===== src/rtl/sha_msg_sched_seq_pkg.sv =====
// Shared types and helpers for the sequential SHA message scheduler.
package sha_sched_pkg;

  typedef enum logic {IDLE, RUN} state_e;

  localparam int IDX_W = 7;

  // Rotate right within the low w bits of x (w = 32 or 64).
  function automatic logic [63:0] rotr(input logic [63:0] x, input int n, input int w);
    logic [63:0] m;
    m = (w == 64) ? '1 : ((64'd1 << w) - 64'd1);
    return (((x & m) >> n) | ((x & m) << (w - n))) & m;
  endfunction

  function automatic logic [63:0] shr(input logic [63:0] x, input int n);
    return x >> n;
  endfunction

  function automatic logic [31:0] sig0_256(input logic [31:0] x);
    logic [63:0] t;
    t = rotr({32'b0, x}, 7, 32) ^ rotr({32'b0, x}, 18, 32) ^ shr({32'b0, x}, 3);
    return t[31:0];
  endfunction

  function automatic logic [31:0] sig1_256(input logic [31:0] x);
    logic [63:0] t;
    t = rotr({32'b0, x}, 17, 32) ^ rotr({32'b0, x}, 19, 32) ^ shr({32'b0, x}, 10);
    return t[31:0];
  endfunction

  function automatic logic [63:0] sig0_512(input logic [63:0] x);
    return rotr(x, 1, 64) ^ rotr(x, 8, 64) ^ shr(x, 7);
  endfunction

  function automatic logic [63:0] sig1_512(input logic [63:0] x);
    return rotr(x, 19, 64) ^ rotr(x, 61, 64) ^ shr(x, 6);
  endfunction

  // SHA-256 runs 64 rounds; SHA-1 and SHA-512 run 80.
  function automatic int rounds(input int sha2, input int word_w);
    return (sha2 != 0 && word_w == 32) ? 64 : 80;
  endfunction

endpackage


===== src/rtl/sha_msg_sched_seq_next_word.sv =====
// Combinational next-word recurrence for the 16-word sliding window.
// SHA-1: taps are w[0], w[2], w[8], w[13]; SHA-2: w[0], w[1], w[9], w[14].
module sha_sched_next_word
  import sha_sched_pkg::*;
#(
  parameter int WORD_W = 32,
  parameter int SHA2   = 1
) (
  input  logic [WORD_W-1:0] tap0,
  input  logic [WORD_W-1:0] tap1,
  input  logic [WORD_W-1:0] tap2,
  input  logic [WORD_W-1:0] tap3,
  output logic [WORD_W-1:0] next_word
);

  generate
    if (SHA2 == 0) begin : g_sha1
      logic [WORD_W-1:0] x;
      assign x         = tap3 ^ tap2 ^ tap1 ^ tap0;
      assign next_word = {x[WORD_W-2:0], x[WORD_W-1]};
    end else if (WORD_W == 32) begin : g_sha256
      assign next_word = sig1_256(tap3) + tap2 + sig0_256(tap1) + tap0;
    end else begin : g_sha512
      assign next_word = sig1_512(tap3) + tap2 + sig0_512(tap1) + tap0;
    end
  endgenerate

endmodule


===== src/rtl/sha_msg_sched_seq.sv =====
// Sequential SHA message scheduler: loads one padded block and streams
// W_0..W_{ROUNDS-1} over a valid/ready handshake from a 16-word window.
// Optional macro SHA_SCHED_ABORT_EN adds an `abort` input that drops the
// current block and returns to IDLE.
module sha_msg_sched_seq
  import sha_sched_pkg::*;
#(
  parameter int WORD_W = 32,
  parameter int SHA2   = 1
) (
  input  logic                 clk,
  input  logic                 rst_n,
  input  logic                 blk_valid,
  output logic                 blk_ready,
  input  logic [16*WORD_W-1:0] blk_data,
  output logic                 w_valid,
  input  logic                 w_ready,
  output logic [WORD_W-1:0]    w_data,
  output logic [IDX_W-1:0]     w_idx,
  output logic                 w_last
`ifdef SHA_SCHED_ABORT_EN
  ,
  input  logic                 abort
`endif
);

  localparam int               ROUNDS   = rounds(SHA2, WORD_W);
  localparam logic [IDX_W-1:0] LAST_IDX = IDX_W'(ROUNDS - 1);

  state_e                  state;
  logic [15:0][WORD_W-1:0] win;
  logic [IDX_W-1:0]        idx;
  logic [WORD_W-1:0]       nw;

  sha_sched_next_word #(.WORD_W(WORD_W), .SHA2(SHA2)) u_next (
    .tap0      (win[0]),
    .tap1      ((SHA2 != 0) ? win[1]  : win[2]),
    .tap2      ((SHA2 != 0) ? win[9]  : win[8]),
    .tap3      ((SHA2 != 0) ? win[14] : win[13]),
    .next_word (nw)
  );

  // Outputs are pure decodes of state/window/counter registers.
  assign blk_ready = (state == IDLE);
  assign w_valid   = (state == RUN);
  assign w_data    = (state == RUN) ? win[0] : '0;
  assign w_idx     = idx;
  assign w_last    = (state == RUN) && (idx == LAST_IDX);

  // Block load, window slide on each word handshake, return to IDLE after the last word.
  always_ff @(posedge clk or negedge rst_n) begin
    if (!rst_n) begin
      state <= IDLE;
      win   <= '0;
      idx   <= '0;
    end else begin
`ifdef SHA_SCHED_ABORT_EN
      if (abort) begin
        state <= IDLE;
        win   <= '0;
        idx   <= '0;
      end else begin
`else
      begin
`endif
        case (state)
          IDLE: if (blk_valid) begin
            for (int i = 0; i < 16; i++) win[i] <= blk_data[(16-i)*WORD_W-1 -: WORD_W];
            idx   <= '0;
            state <= RUN;
          end
          RUN: if (w_ready) begin
            win <= {nw, win[15:1]};
            if (w_last) begin
              state <= IDLE;
              idx   <= '0;
            end else begin
              idx <= idx + 1'b1;
            end
          end
          default: state <= IDLE;
        endcase
      end
    end
  end

endmodule


===== config.mk =====
export PLATFORM = sky130hd
export DESIGN_NAME = sha_msg_sched_seq
export DESIGN_NICKNAME = d
export VERILOG_FILES = /design/src/rtl/sha_msg_sched_seq_pkg.sv /design/src/rtl/sha_msg_sched_seq_next_word.sv /design/src/rtl/sha_msg_sched_seq.sv
export SDC_FILE = /design/constraint.sdc
export NUM_CORES = 1
export LEC_CHECK = 0
export ABC_AREA = 1
export CAP_MARGIN = 20
export CORE_MARGIN = 2
export CORE_UTILIZATION = 57
export CTS_CLUSTER_SIZE = 28
export DETAILED_ROUTE_END_ITERATION = 6
export HOLD_SLACK_MARGIN = 0.15
export PLACE_DENSITY = 0.86
export SETUP_SLACK_MARGIN = 0.02
export SLEW_MARGIN = 20
export SYNTH_ARGS = -nofsm -noshare
export SYNTH_HDL_FRONTEND = slang
export SYNTH_SLANG_ARGS = --single-unit

===== constraint.sdc =====
create_clock -name clk -period 5.75 [get_ports clk]
set_input_delay 0.575 -clock clk [delete_from_list [all_inputs] [get_ports clk]]
set_output_delay 0.575 -clock clk [all_outputs]
set_load 0.01 [all_outputs]

==> flow_summary_export.csv <==
group,metric,value,unit
synthesis,yosys_warnings,0,
global_routing,grt-ovfl-total,0,
route,drt_iter0_drc,3784,
synthesis,postSynthAreaPerCell,7.75,µm²
pwr,vdd_drop_max,0.626,mV
setup_path,crit_type,"reg -> reg",
global_routing,grt_pass1_wl,160,mm
route,antenna_left,0,
setup_path,path_max_fanout,5,
layout,nFillCells,3967,
die,fp.dieW,231,µm
synthesis,yosysUniqueCellTypes,33,
flow_run,cap_violations,0,
min_path,min_path_type,"reg -> reg",
synthesis,syn_nets,4400,
die,io_pins,558,
synthesis,synth_edf_count,0,
placement,hpwlAfterDp,82.7,mm
route,drc_errors,1,
synthesis,synth_most_common_cell,"nand2_1",
sta,fin_worst_skew,0.0249,ns
synthesis,ys_ff_latch,520,
clocking,clockRootBuffer,"clkbuf_16",
route,dr.pass1.iters,7,
placement,gp_congestion,1.01,
pwr,power.density,684,nW/µm²
clocking,cts_buffers,54,
pwr,power.total,25.1,mW
route,drt_wl_total,110,mm
clocking,cts.clk_slew.worst_paths,0.07,ns
sta,slew_headroom,0.277,
synthesis,yosys_most_used_dff,"dfrtp_1",
sta,setup_viol,0,
setup_path,critPathRequiredTime,6.27,ns
sta,finalSetupTns,0,ns
run_status,status,"finished with violations",
die,die_h,231,µm
synthesis,async_flop_share,1.00,
global_routing,grt_util_all_layers,0.404,
synthesis,synth_cells,3790,
sta,fin_crit,4.09,ns
global_routing,antenna_found_initial,24,
clocking,clk_latency,0.63,ns
sta,drv_slew,0,
run_status,violations,"DRC",
clocking,htree_levels,2,
layout,final_layout_size_suffix_gt1_frac,0.0256,
route,via_per_inst,5.72,
synthesis,synth.yosys.seq_area_share,0.443,
sta,fmax,245,MHz
setup_path,arrival,4.61,ns
die,dieArea,53400,µm²
sta,hold_viol_final,0,
global_routing,grt_max_degree,173,
setup_path,crit_path_start_kind,"flip-flop",
die,rows,83,
clocking,cts_buffer_depth,3,
layout,syn2layout_area_growth,25.0,%
layout,utilization,0.719,
global_routing,grt_pass1_vias,26300,
clocking,clock_sinks,520,
route,vias,28100,
synthesis,synth_common_cells,"nand2_1, dfrtp_1, inv_1",
sta,tightest_slew,1.08,ns
placement,port_buffers,557,
sta,rsz0062_at_grt,"no",
synthesis,syn_area,29400,µm²
pwr,p_leak,17.8,nW
synthesis,synthTopCellsByArea,"dfrtp_1, nand2_1, a31oi_1",
sta,fin_crit_sh,0.711,
die,initial_core_util,0.575,
synthesis,synth_top_area_cell,"dfrtp_1",
synthesis,yosysTopAreaCellShare,0.443,
clocking,cts_tree,"done",
layout,finalNetCount,4783,
die,coreArea,51100,µm²
setup_path,end_kind,"flip-flop",
route,wl_per_cell,22.3,µm
## final timing paths
| check | slack, ns | endpoint | start | cells after the start |
|---|---|---|---|---|
| max | 1.66 | win[502]$_DFFE_PN0P_ | win[471]$_DFFE_PN0P_ | 19 |
| min | 0.50 | win[490]$_DFFE_PN0P_ | win[490]$_DFFE_PN0P_ | 2 |
| max reg2reg | 1.66 | win[502]$_DFFE_PN0P_ | win[471]$_DFFE_PN0P_ | 19 |
| min reg2reg | 0.50 | win[490]$_DFFE_PN0P_ | win[490]$_DFFE_PN0P_ | 2 |
| max in group asynchronous | 3.59 | win[206]$_DFFE_PN0P_ | rst_n | 3 |
| min in group asynchronous | 0.60 | win[421]$_DFFE_PN0P_ | rst_n | 2 |
## report_power, final
part	total, mW	switching (mW)	internal (mW)
registers	5.30	0.754	4.55
logic	16.2	10.5	5.68
clock network	3.65	1.54	2.11
total	25.1	12.8	12.3
## what timing repair did
item                                   CTS  global route
hold buffers                             1             0
endpoints found under the hold margin  102             0
buffers inserted                         0             0
gates resized for setup                  0             0
## per-layer routing
| layer | track usage | vias up | part of all wire |
|---|---|---|---|
| met4 | 0.261 | 4 | 0.078 |
| met3 | 0.0753 | 355 | 0.093 |
| met2 | 0.627 | 1644 | 0.45 |
| met1 | 0.524 | 13300 | 0.37 |
| li1 | - | 12800 | - |
| met5 | 0 | - | 0.00026 |
## worst max-delay path: stages, from the launching register on
cell and delay [ns]:
dfrtp_1 0.49, xnor2_1 0.35, xor2_1 0.21, inv_1 0.12, fa_1 0.51, inv_1 0.05
fa_1 0.53, inv_1 0.06, ha_1 0.41, nand2_1 0.14, nor2_1 0.20, nand2_1 0.11
nand3_2 0.10, nand2_1 0.09, nand2_1 0.17, nand2_1 0.09, nand3_1 0.08, nand3_1 0.08
nand2_1 0.11, nand2_1 0.05
## sequential cells by signal (all words and copies together), names as in the netlist
| name | count |
|---|---|
| win | 512 |
| w_valid | 1 |
| w_idx | 7 |
## cell families (layout without fill, tap and decap cells)
| group | Yosys count | after routing | share of synthesized area |
|---|---|---|---|
| compound gates | 702 | 702 | 0.148 |
| xor+xnor | 135 | 135 | 0.0402 |
| fa+ha+maj | 94 | 94 | 0.0559 |
| buf+inv | 746 | 1170 | 0.106 |
| flops | 520 | 520 | 0.443 |
| other cells | 0 | 23 | 0 |
| simple gates | 1593 | 1593 | 0.207 |
## layout make-up
cell class	count	area (µm²)	share of cell area
antenna	23	57.6	0.00157
clock buffer	84	1620	0.0440
clock inverter	13	188	0.00511
inverter	495	1870	0.0509
multi-input combinational	2524	13300	0.361
sequential	520	13000	0.354
tap	680	851	0.0232
timing repair buffer	578	5880	0.160
## stage by stage
step	setup slack [ns]	instance area (µm²)	hold WS, ns	instances
2_1_floorplan	2.28	29400	0.279	3790
3_3_place_gp	1.76	34900	0.466	4796
3_5_place_dp	1.79	34900	0.476	4796
4_1_cts	1.75	36700	0.496	4894
5_1_grt	1.45	36700	0.527	4915
6_report	1.66	36700	0.496	4917
## placed cells by master (no fill, tap or decap), types with 16 or more instances in the layout
| cell | count |
|---|---|
| a21oi_1 | 23 |
| a31oi_1 | 327 |
| clkbuf_1 | 16 |
| clkbuf_16 | 55 |
| clkdlybuf4s50_1 | 556 |
| dfrtp_1 | 519 |
| diode_2 | 23 |
| fa_1 | 62 |
| ha_1 | 32 |
| inv_1 | 492 |
| nand2_1 | 1129 |
| nand3_1 | 43 |
| nor2_1 | 405 |
| o211ai_1 | 164 |
| o21ai_0 | 177 |
| xnor2_1 | 67 |
| xor2_1 | 68 |
No activity file was read; power rests on OpenSTA's default activity.
